===== src/rtl/module_display_scan_ctrl.sv =====
// rtl/module_display_scan_ctrl.sv - binary-to-BCD sequencing and 2-digit 7-seg scan controller
// Optional leading-zero blanking of the tens digit: define LEADING_ZERO_BLANK_EN.
module module_display_scan_ctrl #(
  parameter int WIDTH       = 4,
  parameter int CONV_LAT    = 2,
  parameter int REFRESH_DIV = 50000
) (
  input  logic             clk_i,
  input  logic             rst_i,
  input  logic [WIDTH-1:0] bin_i,
  input  logic             bin_valid_i,
  output logic             bin_ready_o,
  output logic [WIDTH-1:0] conv_bin_o,
  input  logic [7:0]       conv_bcd_i,
  output logic [3:0]       digit_o,
  output logic [1:0]       anodo_o
);

  localparam int RW = (REFRESH_DIV < 2) ? 1 : $clog2(REFRESH_DIV);
  localparam int CW = (CONV_LAT < 1) ? 1 : $clog2(CONV_LAT + 1);

`ifdef LEADING_ZERO_BLANK_EN
  localparam bit BLANK_EN = 1'b1;
`else
  localparam bit BLANK_EN = 1'b0;
`endif

  typedef enum logic {IDLE, WAIT} state_t;

  state_t          state;
  logic [CW-1:0]   wait_cnt;
  logic [7:0]      disp;
  logic [RW-1:0]   refresh_cnt;
  logic            sel;
  logic            blank;

  // Conversion sequencing: launch operand, sit out the converter pipeline, capture result.
  always_ff @(posedge clk_i or negedge rst_i) begin
    if (!rst_i) begin
      state       <= IDLE;
      wait_cnt    <= '0;
      bin_ready_o <= 1'b1;
      conv_bin_o  <= '0;
      disp        <= 8'h00;
    end else begin
      case (state)
        IDLE: begin
          if (bin_valid_i && bin_ready_o) begin
            conv_bin_o  <= bin_i;
            wait_cnt    <= '0;
            bin_ready_o <= 1'b0;
            state       <= WAIT;
          end
        end
        WAIT: begin
          if (wait_cnt == CW'(CONV_LAT)) begin
            disp        <= conv_bcd_i;
            bin_ready_o <= 1'b1;
            state       <= IDLE;
          end else begin
            wait_cnt <= wait_cnt + 1'b1;
          end
        end
        default: state <= IDLE;
      endcase
    end
  end

  assign blank = BLANK_EN && sel && (disp[7:4] == 4'd0);

  // Free-running digit scan; outputs lag sel/disp by one register stage.
  always_ff @(posedge clk_i or negedge rst_i) begin
    if (!rst_i) begin
      refresh_cnt <= '0;
      sel         <= 1'b0;
      anodo_o     <= 2'b11;
      digit_o     <= 4'd0;
    end else begin
      if (refresh_cnt == RW'(REFRESH_DIV - 1)) begin
        refresh_cnt <= '0;
        sel         <= ~sel;
      end else begin
        refresh_cnt <= refresh_cnt + 1'b1;
      end

      if (blank) begin
        anodo_o <= 2'b11;
        digit_o <= 4'd0;
      end else if (sel) begin
        anodo_o <= 2'b01;
        digit_o <= disp[7:4];
      end else begin
        anodo_o <= 2'b10;
        digit_o <= disp[3:0];
      end
    end
  end

endmodule

===== config.mk =====
export PLATFORM = sky130hd
export DESIGN_NAME = module_display_scan_ctrl
export DESIGN_NICKNAME = d
export VERILOG_FILES = /design/src/rtl/module_display_scan_ctrl.sv
export SDC_FILE = /design/constraint.sdc
export NUM_CORES = 1
export LEC_CHECK = 0
export BUFFER_PORTS_ARGS = -buffer_cell sky130_fd_sc_hd__buf_4
export CAP_MARGIN = 20
export CORE_AREA = 2 2 59 61
export DETAILED_ROUTE_END_ITERATION = 10
export DIE_AREA = 0 0 61 63
export PLACE_DENSITY = 0.8
export SLEW_MARGIN = 30
export SYNTH_ARGS = -nofsm -noshare
export SYNTH_HDL_FRONTEND = slang
export SYNTH_SLANG_ARGS = --single-unit

===== constraint.sdc =====
create_clock -name clk_i -period 3.5 [get_ports clk_i]
set_clock_uncertainty 0.2 [all_clocks]
set_input_delay 0.35 -clock clk_i [delete_from_list [all_inputs] [get_ports clk_i]]
set_output_delay 0.35 -clock clk_i [all_outputs]
set_load 0.1 [all_outputs]

After elaboration in Yosys (flattened, before gate mapping)
Index checks and enable logic that the tools add are counted.
- register bits: 39
- output and inout port bits: 11
- logic and storage cells: 35
- bitwise operators: 2
- reduce and logical (&&, ||, !) cells: 5
- equality and inequality tests: 5
- multiplexer cells: 12
- $add $sub $neg: 2
- operators by type and width (operator ; count):
    $add 16x1->16 const B ; 1
    $eq 16x16->1 const B ; 1
    $mux 16 ; 1
    $reduce_and 2->1 ; 4
    $mux 2 ; 3
    $mux 1 ; 4
    $mux 4 ; 1
    $ne 2x2->1 const B ; 2
    $pmux 1 s2 ; 2
    $pmux 2 s2 ; 1
    $add 2x1->2 const B ; 1
    $eq 2x2->1 const B ; 1
    $ne 2x1->1 const B ; 1
    $not 1->1 ; 2
    $logic_and 1x1->1 ; 1

Depth between registers and ports, before layout
Gate-level depths: netlist (run 1).
- depth after elaboration: 3
- gate-level depth with buffers: 5
- depth with buffers taken out: 5

Least setup slack after synthesis (run 1)
No wires, ideal clock.
- path kind: flip-flop to flip-flop
- start point: register refresh_cnt[7]
- end point: register refresh_cnt[1]
- cell stages (with the launch flop): 4
- arrival time: 1.637 ns
- period minus slack after synthesis: 1.957 ns
- data required time: 3.180 ns
- path buffers: 0
- setup slack: 1.543 ns
- cells stage by stage: dfrtp_1 or4b_4 nor4_4 and2b_2
- cells in the longest elaborated chain, start to end: 2
- ends and longest elaborated chain (element ; line ; source):
    start, declared ; 33 ; logic [RW-1:0] refresh_cnt;
    start signal, assigned ; 83 ; refresh_cnt <= refresh_cnt + 1'b1;
    $eq 16x16->1 ; 79 ; if (refresh_cnt == RW'(REFRESH_DIV - 1)) begin
    $mux 16 ; 79 ;
Every way passes these cells.
A chain may end at the register's enable or synchronous reset.

Final worst setup path (run 1)
Ends and elaborated chain as after synthesis.

==> impl_metrics.env, run 1 <==
export IMPL_postSynthCellCount=124
export IMPL_antenna_found_initial=0
export IMPL_ys_flop_type="sky130_fd_sc_hd__dfrtp_1"
export IMPL_synth_largest_type_area_fraction=0.568
export IMPL_floorplan_die_area_mm2=0.00384
export IMPL_register_area_um2=980
export IMPL_portBuffers=25
export IMPL_detail_route_first_pass_iterations=4
export IMPL_avgRoutedWirePerCell_um=13.4
export IMPL_cts_repair_resize_count=0
export IMPL_yosysMostFrequentCell="sky130_fd_sc_hd__dfrtp_1"
export IMPL_grt_pass1_wl_um=4750
export IMPL_number_of_flops_mapped_to_enable_cells_by_yosys=0
export IMPL_synthToLayoutAreaGrowth_pct=23.1
export IMPL_postSynthNetCount=141
export IMPL_synth_lib_cells_used_distinct=19
export IMPL_clk_pin_slew_worst_paths_ns=0.11
export IMPL_fmax_ghz=0.474
export IMPL_setup_crit_path_kind="reg -> reg"
export IMPL_startpoint_types="flop"
export IMPL_grt_max_degree=40
export IMPL_grt_util_all_layers=0.170
export IMPL_final_fill_count=257
export IMPL_worst_endpoint_required_ns=3.54
export IMPL_ctsLongestPathBuffers=2
export IMPL_cts_root_buffer_cell="sky130_fd_sc_hd__clkbuf_4"
export IMPL_tritoncts="done"
export IMPL_run_status="finished, final reports clean"
export IMPL_ios=26
export IMPL_first_global_vias=1080
export IMPL_drt_wl_total_um=2740
export IMPL_tightestPinTransition_ns=0.564
export IMPL_final_layout_size_suffix_gt1_frac=0.340
export IMPL_synth_common_cells="sky130_fd_sc_hd__dfrtp_1, sky130_fd_sc_hd__mux2_2, sky130_fd_sc_hd__nor2_1, sky130_fd_sc_hd__nand3_1, sky130_fd_sc_hd__xnor2_1"
export IMPL_setup_failing_eps_final=0
export IMPL_clock_insertion_delay_at_the_later_pin_of_the_skew_report_ns=0.34
export IMPL_power_leakage_nw=0.905
export IMPL_cts_inserted_buffers=5
export IMPL_start_util=0.491
export IMPL_post_synth_cell_area_avg_um2=12.8
export IMPL_max_slew_margin=0.621
export IMPL_critPathMaxFanout=10
export IMPL_ys_warnings_count=0
export IMPL_ys_async_sr_fraction=1.00
export IMPL_rsz0062_at_grt="false"
export IMPL_irDropWorstVdd_v=0.000340
export IMPL_mappedNetlistArea_mm2=0.00159
export IMPL_period_needed_ns=2.11
export IMPL_min_path_type="in -> reg"
export IMPL_timing_critical_path_arrival_ns=2.15
export IMPL_synth_largest_area_cell="sky130_fd_sc_hd__dfrtp_1"
export IMPL_power_density_mw_per_mm2=851
export IMPL_finalWeightedCongestion=0.831
export IMPL_cap_violations=0
export IMPL_multiInputGateArea_um2=583
export IMPL_drv_slew=0
export IMPL_dpl_cell_area_mm2=0.00183
export IMPL_layout_cell_area_non_filler_mm2=0.00195
export IMPL_endpoint_kind="flop"
export IMPL_antennaDiodeCount=0
export IMPL_yosysSeqAreaShare=0.618
export IMPL_drt_iter0_drc=47
export IMPL_dieWidth_um=61
export IMPL_drtAntennaViolNets=0
export IMPL_synth_seq_cells=39
export IMPL_grt_overflow=0
export IMPL_post_drt_via_cell_ratio=5.08
export IMPL_place_hpwl_um=1970
export IMPL_synth_area_top_cells="sky130_fd_sc_hd__dfrtp_1, sky130_fd_sc_hd__mux2_2, sky130_fd_sc_hd__xnor2_1, sky130_fd_sc_hd__dfstp_2, sky130_fd_sc_hd__nor2_1"
export IMPL_detail_route_drc_violations=0
export IMPL_via_count=1041
export IMPL_final_net_count=175
export IMPL_portion_of_the_clock_cycle_consumed_by_the_worst_path_in_the_final_layout=0.603
export IMPL_num_rows=21
export IMPL_fin_tns_setup_ns=0
export IMPL_coreArea_mm2=0.00323
export IMPL_cts_num_sinks=39
export IMPL_htree_levels=2
export IMPL_die_height_um=63
export IMPL_hold_violations=0
==> state kept, by name, summed over array words and instances, names as in the netlist <==
signal / count
bin_ready_o: 1
sel: 1
conv_bin_o: 4
digit_o: 4
disp: 8
anodo_o: 2
wait_cnt: 2
state: 1
refresh_cnt: 16
==> per-layer routing <==
| layer | up-vias | wire length [um] | part of all wire | global-route usage |
|---|---|---|---|---|
| li1 | 490 | - | - | - |
| met2 | 30 | 1440 | 0.53 | 0.280 |
| met4 | 0 | 36 | 0.013 | 0.0652 |
| met1 | 517 | 1120 | 0.41 | 0.196 |
| met5 | - | 0 | 0 | 0 |
| met3 | 4 | 145 | 0.053 | 0.0642 |
==> cell families (layout without fill, tap and decap cells) <==
| group | count (synthesis) | in the layout | synth area share |
|---|---|---|---|
| adders and majority gates | 2 | 2 | 0.0158 |
| DFF | 39 | 39 | 0.618 |
| xor gates and xnor gates | 15 | 15 | 0.0829 |
| buffers and inverters | 6 | 41 | 0.0142 |
| and+or+nand+nor | 42 | 42 | 0.143 |
| AOI/OAI and AO/OA | 4 | 4 | 0.0126 |
| muxes | 16 | 16 | 0.114 |
==> through the flow <==
step,total power (W),utilization,instances,hold slack [ns],setup slack [ns]
finish,0.00166,0.604,205,0.0342,1.39
global route,0.00174,0.604,205,0.00609,1.32
CTS,0.00168,0.604,205,0.0184,1.38
detailed placement,0.00131,0.566,195,0.141,1.40
global placement,0.00128,0.566,195,0.130,1.46
floorplan,0.00116,-,124,-0.146,1.54
==> power breakdown <==
part           switching, W  internal, W  leakage (nW)  total, W
Clock              0.000144     0.000223        0.0525  0.000366
Sequential        0.0000561     0.000571         0.479  0.000627
Combinational      0.000486     0.000182         0.373  0.000668
==> cells in the final DEF, fill, tap and decap left out, types with 5 or more instances in the layout <==
cell / n
sky130_fd_sc_hd__clkbuf_4: 5
sky130_fd_sc_hd__nor2_1: 15
sky130_fd_sc_hd__nand3_1: 10
sky130_fd_sc_hd__buf_4: 25
sky130_fd_sc_hd__mux2_2: 16
sky130_fd_sc_hd__xor2_1: 5
sky130_fd_sc_hd__dfrtp_1: 36
sky130_fd_sc_hd__inv_1: 6
sky130_fd_sc_hd__xnor2_1: 10
==> critical path, cell delays in order, from the launching register on <==
cell,delay [ns]
sky130_fd_sc_hd__dfrtp_1,0.42
sky130_fd_sc_hd__or4b_4,0.56
sky130_fd_sc_hd__nor4_4,0.55
sky130_fd_sc_hd__and2b_2,0.28
==> area by class of cell <==
cell class | count | area share
Clock buffer | 6 | 0.0212
Multi-Input combinational cell | 79 | 0.299
Sequential cell | 39 | 0.502
Inverter | 6 | 0.0115
Clock inverter | 2 | 0.0308
Tap cell | 46 | 0.0295
Timing Repair Buffer | 27 | 0.106
==> repair_timing <==
action,CTS,global route
hold buffers,2,0
hold endpoints to repair,37,0
setup endpoints to repair,0,0
buffers inserted,0,0
==> final timing paths <==
path	startpoint	to	slack (ns)	depth (start not counted)
setup / recovery	refresh_cnt[7]	refresh_cnt[1]	1.39	3
hold / removal	conv_bcd_i[1]	disp[1]	0.03	2
setup reg to reg	refresh_cnt[7]	refresh_cnt[1]	1.39	3
min in group asynchronous	rst_i	disp[0]	0.32	2
max in group asynchronous	rst_i	anodo_o[0]	2.43	2
hold reg to reg	sel	anodo_o[0]	0.30	0
Power figures use the tool's default switching activity.
==> run 2: changes to the inputs <==
--- a/config.mk
+++ b/config.mk
@@ -5,11 +5,12 @@
 export SDC_FILE = /design/constraint.sdc
 export NUM_CORES = 1
 export LEC_CHECK = 0
+export ABC_AREA = 1
 export BUFFER_PORTS_ARGS = -buffer_cell sky130_fd_sc_hd__buf_4
 export CAP_MARGIN = 20
-export CORE_AREA = 2 2 59 61
+export CORE_AREA = 2 2 63 65
 export DETAILED_ROUTE_END_ITERATION = 10
-export DIE_AREA = 0 0 61 63
+export DIE_AREA = 0 0 65 67
 export PLACE_DENSITY = 0.8
 export SLEW_MARGIN = 30
 export SYNTH_ARGS = -nofsm -noshare
==> constraint.sdc (replaced) <==
create_clock -name clk_i -period 1.9 [get_ports clk_i]
set_clock_uncertainty 0.2 [all_clocks]
set_input_delay 0.19 -clock clk_i [delete_from_list [all_inputs] [get_ports clk_i]]
set_output_delay 0.19 -clock clk_i [all_outputs]
set_load 0.1 [all_outputs]
==> run 2 against run 1 <==
Net effect:
- area after synthesis rose by 12%
- wire length rose by 14%
- final cell count rose by 39%
- critical endpoint is now disp[2]
- register-to-register slack got worse by 1.1 ns
- count of clock-buffer cells in the layout fell by 1
- maximum frequency rose by 32%
- worst setup slack got worse by 1.1 ns
- global-route usage fell by 0.066 points
- non-clock buffer count rose by 11
- combinational power rose by 84%
- cell area rose by 16%
==> impl_metrics.env, run 2 <==
export IMPL_ys_async_sr_fraction=1.00
export IMPL_cap_violations=0
export IMPL_critPathMaxFanout=10
export IMPL_htree_levels=2
export IMPL_antennaDiodeCount=0
export IMPL_fmax_ghz=0.626
export IMPL_power_leakage_nw=1.16
export IMPL_avgRoutedWirePerCell_um=11.0
export IMPL_place_hpwl_um=2180
export IMPL_final_layout_size_suffix_gt1_frac=0.266
export IMPL_clk_pin_slew_worst_paths_ns=0.08
export IMPL_drt_wl_total_um=3140
export IMPL_portion_of_the_clock_cycle_consumed_by_the_worst_path_in_the_final_layout=0.841
export IMPL_cts_root_buffer_cell="sky130_fd_sc_hd__clkbuf_8"
export IMPL_synth_common_cells="sky130_fd_sc_hd__nand2_1, sky130_fd_sc_hd__dfrtp_1, sky130_fd_sc_hd__inv_1, sky130_fd_sc_hd__nor2_1, sky130_fd_sc_hd__nand3_1"
export IMPL_die_height_um=67
export IMPL_hold_violations=0
export IMPL_power_density_mw_per_mm2=1380
export IMPL_post_synth_cell_area_avg_um2=9.26
export IMPL_drtAntennaViolNets=0
export IMPL_cts_inserted_buffers=5
export IMPL_final_fill_count=289
export IMPL_first_global_vias=1247
export IMPL_rsz0062_at_grt="false"
export IMPL_synth_area_top_cells="sky130_fd_sc_hd__dfrtp_1, sky130_fd_sc_hd__nand2_1, sky130_fd_sc_hd__mux2_2, sky130_fd_sc_hd__dfstp_2, sky130_fd_sc_hd__inv_1"
export IMPL_synthToLayoutAreaGrowth_pct=28.0
export IMPL_detail_route_drc_violations=0
export IMPL_setup_failing_eps_final=0
export IMPL_holdBufCountCts=13
export IMPL_max_slew_margin=0.690
export IMPL_timing_critical_path_arrival_ns=1.59
export IMPL_reg_top3="refresh_cnt (16), disp (8)"
export IMPL_synth_largest_area_cell="sky130_fd_sc_hd__dfrtp_1"
export IMPL_tritoncts="done"
export IMPL_final_common_cell="sky130_fd_sc_hd__nand2_1"
export IMPL_coreArea_mm2=0.00361
export IMPL_grt_overflow=0
export IMPL_fin_cells=285
export IMPL_ios=26
export IMPL_setup_crit_path_kind="reg -> reg"
export IMPL_mappedNetlistArea_mm2=0.00177
export IMPL_dpl_cell_area_mm2=0.00202
export IMPL_via_count=1355
export IMPL_dieWidth_um=65
export IMPL_worst_endpoint_required_ns=1.89
export IMPL_period_needed_ns=1.60
export IMPL_mostFrequentLayoutCells="sky130_fd_sc_hd__nand2_1, sky130_fd_sc_hd__dfrtp_1, sky130_fd_sc_hd__buf_4, sky130_fd_sc_hd__inv_1, sky130_fd_sc_hd__nor2_1"
export IMPL_yosysSeqAreaShare=0.554
export IMPL_layout_cell_area_non_filler_mm2=0.00226
export IMPL_grt_pass1_wl_um=5420
export IMPL_cts_num_sinks=39
export IMPL_start_util=0.490
export IMPL_tightestPinTransition_ns=0.465
export IMPL_portBuffers=25
export IMPL_drv_slew=0
export IMPL_synth_lib_cells_used_distinct=24
export IMPL_postSynthNetCount=208
export IMPL_startpoint_types="flop"
export IMPL_max_reg_flops=16
export IMPL_postCtsSetupBuffers=0
export IMPL_num_rows=22
export IMPL_drt_iter0_drc=40
export IMPL_irDropWorstVdd_v=0.000993
export IMPL_ys_flop_type="sky130_fd_sc_hd__dfrtp_1"
export IMPL_grt_util_all_layers=0.169
export IMPL_detail_route_first_pass_iterations=4
export IMPL_ctsLongestPathBuffers=2
export IMPL_registers_top_by_ff_count="refresh_cnt"
export IMPL_antenna_found_initial=0
export IMPL_ys_warnings_count=0
export IMPL_final_net_count=253
export IMPL_placed_cells=264
export IMPL_synth_seq_cells=39
export IMPL_min_path_type="in -> reg"
export IMPL_grt_max_degree=40
export IMPL_number_of_flops_mapped_to_enable_cells_by_yosys=0
export IMPL_cts_repair_resize_count=0
export IMPL_yosysMostFrequentCell="sky130_fd_sc_hd__nand2_1"
export IMPL_fin_tns_setup_ns=0
export IMPL_synth_largest_type_area_fraction=0.510
export IMPL_clock_insertion_delay_at_the_later_pin_of_the_skew_report_ns=0.30
export IMPL_finalWeightedCongestion=0.827
export IMPL_post_drt_via_cell_ratio=4.75
export IMPL_postSynthCellCount=191
export IMPL_endpoint_kind="flop"
export IMPL_floorplan_die_area_mm2=0.00436
export IMPL_run_status="finished, final reports clean"
## run 2: logic make-up after synthesis
logic type | after synthesis | share of synthesized area
AO/OA/AOI/OAI | 6 | 0.0219
XOR/XNOR | 8 | 0.0396
adder cells (fa/ha/maj) | 2 | 0.0142
buffers and inverters | 24 | 0.0510
flip-flops | 39 | 0.554
multiplexers | 8 | 0.0510
AND/OR/NAND/NOR | 104 | 0.268
## run 2: metal layers
layer / up-vias / global-route usage / wire length (um)
li1: 685 / - / -
met1: 641 / 0.211 / 1390
met2: 24 / 0.286 / 1590
met3: 5 / 0.0405 / 108
met4: 0 / 0.0638 / 50
met5: - / 0 / 0
## run 2: report_power, final
part	switching (W)	leakage (nW)	total, W	internal, W
clock network	0.000327	0.0587	0.000725	0.000398
registers	0.000105	0.481	0.00116	0.00105
logic	0.000912	0.616	0.00123	0.000319
total	0.00134	1.16	0.00311	0.00177
## run 2: final timing paths
check	end	cells after the start	from	slack [ns]
worst min-delay path	bin_ready_o	4	bin_valid_i	0.05
worst max register to register	disp[2]	4	wait_cnt[0]	0.30
min in group asynchronous	refresh_cnt[10]	2	rst_i	0.18
worst max-delay path	disp[2]	4	wait_cnt[0]	0.30
worst min register to register	digit_o[1]	2	disp[1]	0.28
max in group asynchronous	bin_ready_o	2	rst_i	0.96
## run 2: final cells by class
class,instances,area (um^2),share of cell area
Clock buffer,5,68.8,0.0304
Clock inverter,3,47.5,0.0210
Inverter,24,90.1,0.0398
Multi-Input combinational cell,128,698,0.309
Sequential cell,39,980,0.433
Tap cell,48,60.1,0.0265
Timing Repair Buffer,38,318,0.140
## run 2: stage by stage
| step | hold slack [ns] | setup slack (ns) | utilization | total power, W |
|---|---|---|---|---|
| finish | 0.0542 | 0.303 | 0.627 | 0.00311 |
| global placement | -0.0178 | 0.331 | 0.559 | 0.00236 |
| global route | 0.0785 | 0.203 | 0.627 | 0.00325 |
| floorplan | -0.306 | 0.213 | - | 0.00212 |
| detailed placement | -0.0174 | 0.301 | 0.559 | 0.00238 |
| CTS | 0.0487 | 0.290 | 0.627 | 0.00312 |
## run 2: worst max-delay path: stages, from the launching register on
cell and delay [ns]:
sky130_fd_sc_hd__dfrtp_1 0.33, sky130_fd_sc_hd__inv_1 0.06, sky130_fd_sc_hd__ha_1 0.22, sky130_fd_sc_hd__nand2_1 0.30, sky130_fd_sc_hd__mux2_2 0.38
==> run 3: changes to the inputs <==
--- a/config.mk
+++ b/config.mk
@@ -5,12 +5,12 @@
 export SDC_FILE = /design/constraint.sdc
 export NUM_CORES = 1
 export LEC_CHECK = 0
-export ABC_AREA = 1
+export ABC_AREA = 0
 export BUFFER_PORTS_ARGS = -buffer_cell sky130_fd_sc_hd__buf_4
 export CAP_MARGIN = 20
-export CORE_AREA = 2 2 63 65
+export CORE_AREA = 2 2 60 62
 export DETAILED_ROUTE_END_ITERATION = 10
-export DIE_AREA = 0 0 65 67
+export DIE_AREA = 0 0 62 64
 export PLACE_DENSITY = 0.8
 export SLEW_MARGIN = 30
 export SYNTH_ARGS = -nofsm -noshare
==> constraint.sdc (replaced) <==
create_clock -name clk_i -period 1.4 [get_ports clk_i]
set_clock_uncertainty 0.2 [all_clocks]
set_input_delay 0.14 -clock clk_i [delete_from_list [all_inputs] [get_ports clk_i]]
set_output_delay 0.14 -clock clk_i [all_outputs]
set_load 0.1 [all_outputs]
==> run 3 against run 2 <==
Net effect:
- the flow now finishes with violations (setup timing)
- largest power group unchanged
- wire length grew 53%
- hold slack better by 0.062 ns
- critical endpoint is now sel
- sequential share of layout area is 5.1 points lower
- critical path type unchanged
- largest cell class unchanged
- worst setup slack got worse by 0.61 ns
==> impl_metrics.env, run 3 (synthesis results as in run 1) <==
export IMPL_antennaDiodeCount=0
export IMPL_portBuffers=25
export IMPL_setup_crit_path_kind="reg -> reg"
export IMPL_drv_slew=0
export IMPL_ctsLongestPathBuffers=2
export IMPL_endpoint_kind="flop"
export IMPL_worst_endpoint_required_ns=1.48
export IMPL_drt_wl_total_um=4800
export IMPL_tritoncts="done"
export IMPL_grt_util_all_layers=0.240
export IMPL_hold_violations=0
export IMPL_grt_overflow=0
export IMPL_startpoint_types="flop"
export IMPL_min_path_type="in -> async"
export IMPL_portion_of_the_clock_cycle_consumed_by_the_worst_path_in_the_final_layout=1.22
export IMPL_dieWidth_um=62
export IMPL_timing_critical_path_arrival_ns=1.79
export IMPL_place_hpwl_um=2380
export IMPL_ios=26
export IMPL_rsz0062_at_grt="true"
export IMPL_power_leakage_nw=1.23
export IMPL_reg_top3="refresh_cnt (16), disp (8)"
export IMPL_grt_max_degree=40
export IMPL_start_util=0.483
export IMPL_cts_num_sinks=39
export IMPL_crit_path_max_incr_delay_ns=0.55
export IMPL_tightestPinTransition_ns=0.481
export IMPL_regToRegSetupSlack_ns=-0.31
export IMPL_via_count=1304
export IMPL_final_layout_size_suffix_gt1_frac=0.539
export IMPL_setup_failing_eps_final=26
export IMPL_registers_top_by_ff_count="refresh_cnt"
export IMPL_critPathMaxFanout=4
export IMPL_fmax_ghz=0.586
export IMPL_final_common_cell="sky130_fd_sc_hd__buf_4"
export IMPL_critical_path_slowest_cell="sky130_fd_sc_hd__or4b_4"
export IMPL_finalWeightedCongestion=0.789
export IMPL_mostFrequentLayoutCells="sky130_fd_sc_hd__buf_4, sky130_fd_sc_hd__dfrtp_1, sky130_fd_sc_hd__dlygate4sd3_1"
export IMPL_final_fill_count=187
export IMPL_detail_route_first_pass_iterations=4
export IMPL_dpl_cell_area_mm2=0.00206
export IMPL_grt_pass1_wl_um=6710
export IMPL_cap_violations=0
export IMPL_run_status="complete, but fails checks"
export IMPL_cts_inserted_buffers=5
export IMPL_clk_pin_slew_worst_paths_ns=0.12
export IMPL_drt_iter0_drc=108
export IMPL_num_rows=21
export IMPL_floorplan_die_area_mm2=0.00397
export IMPL_die_height_um=64
export IMPL_final_net_count=222
export IMPL_htree_levels=2
export IMPL_layout_cell_area_non_filler_mm2=0.00258
export IMPL_period_needed_ns=1.71
export IMPL_max_reg_flops=16
export IMPL_violations="setup timing"
export IMPL_power_density_mw_per_mm2=1890
export IMPL_post_drt_via_cell_ratio=5.17
export IMPL_avgRoutedWirePerCell_um=19.1
export IMPL_detailedPlace_worstSlack_ns=-0.262
export IMPL_clock_insertion_delay_at_the_later_pin_of_the_skew_report_ns=0.35
export IMPL_detail_route_drc_violations=0
export IMPL_cts_root_buffer_cell="sky130_fd_sc_hd__clkbuf_4"
export IMPL_synthToLayoutAreaGrowth_pct=62.7
export IMPL_first_global_vias=1396
export IMPL_drtAntennaViolNets=0
export IMPL_timing_critical_path_cells="or4b_4 -> nor4_4 -> buf_4 -> xnor2_2"
export IMPL_final_critical_path_setup_slack_ns=-0.307
export IMPL_coreArea_mm2=0.00328
export IMPL_max_slew_margin=0.679
export IMPL_irDropWorstVdd_v=0.00106
export IMPL_antenna_found_initial=0
## run 3: metrics by stage
step / hold slack (ns) / total power (W) / TNS [ns] / cells / utilization
2_1_floorplan: -0.356 / 0.00292 / -4.21 / 124 / -
3_3_place_gp: -0.0797 / 0.00330 / -3.49 / 222 / 0.626
3_5_place_dp: -0.0668 / 0.00341 / -4.31 / 222 / 0.626
4_1_cts: 0.0968 / 0.00458 / -3.96 / 247 / 0.753
5_1_grt: 0.149 / 0.00504 / -6.34 / 252 / 0.785
6_report: 0.117 / 0.00488 / -4.72 / 252 / 0.785
## run 3: final timing paths
| kind | start | to | cells past startpoint |
|---|---|---|---|
| worst max-delay path | refresh_cnt[7] | sel | 4 |
| worst min-delay path | rst_i | digit_o[3] | 2 |
| worst max register to register | refresh_cnt[7] | sel | 4 |
| worst min register to register | conv_bin_o[2] | conv_bin_o[2] | 1 |
| max in group asynchronous | rst_i | refresh_cnt[0] | 2 |
| min in group clk_i | conv_bin_o[2] | conv_bin_o[2] | 1 |
## run 3: layout make-up
type / instances / area (um^2) / area share
multi-input combinational: 79 / 758 / 0.294
sequential: 39 / 985 / 0.382
inverter: 6 / 22.5 / 0.00873
tap: 46 / 57.6 / 0.0223
timing repair buffer: 74 / 654 / 0.254
clock buffer: 6 / 41.3 / 0.0160
clock inverter: 2 / 60.1 / 0.0233
## run 3: power breakdown
group          leakage, nW  internal (W)  total [W]  switching (W)
sequential           0.479       0.00144    0.00165       0.000217
combinational        0.693      0.000828    0.00229        0.00146
clock               0.0525      0.000557   0.000937       0.000379
total                 1.23       0.00282    0.00488        0.00206
## run 3: layer usage
layer	vias up	GRT usage	wire length, um	part of all wire
met1	662	0.271	1790	0.37
li1	586	-	-	-
met4	0	0.101	176	0.037
met2	40	0.409	2630	0.55
met5	-	0	0	0
met3	16	0.0668	210	0.044
## run 3: worst max-delay path: cells and delay by family (launching register included)
family                    cells  cell delay, ns
buffers and inverters         1            0.19
xor gates and xnor gates      1            0.11
and+or+nand+nor               2            0.73
DFF                           1            0.40
## run 3: timing repair
item,CTS,global route
buffers inserted,4,5
resized for setup,36,16
hold endpoints to repair,52,0
pin swaps,13,5
endpoints found under the setup margin,33,36
hold buffers,14,0
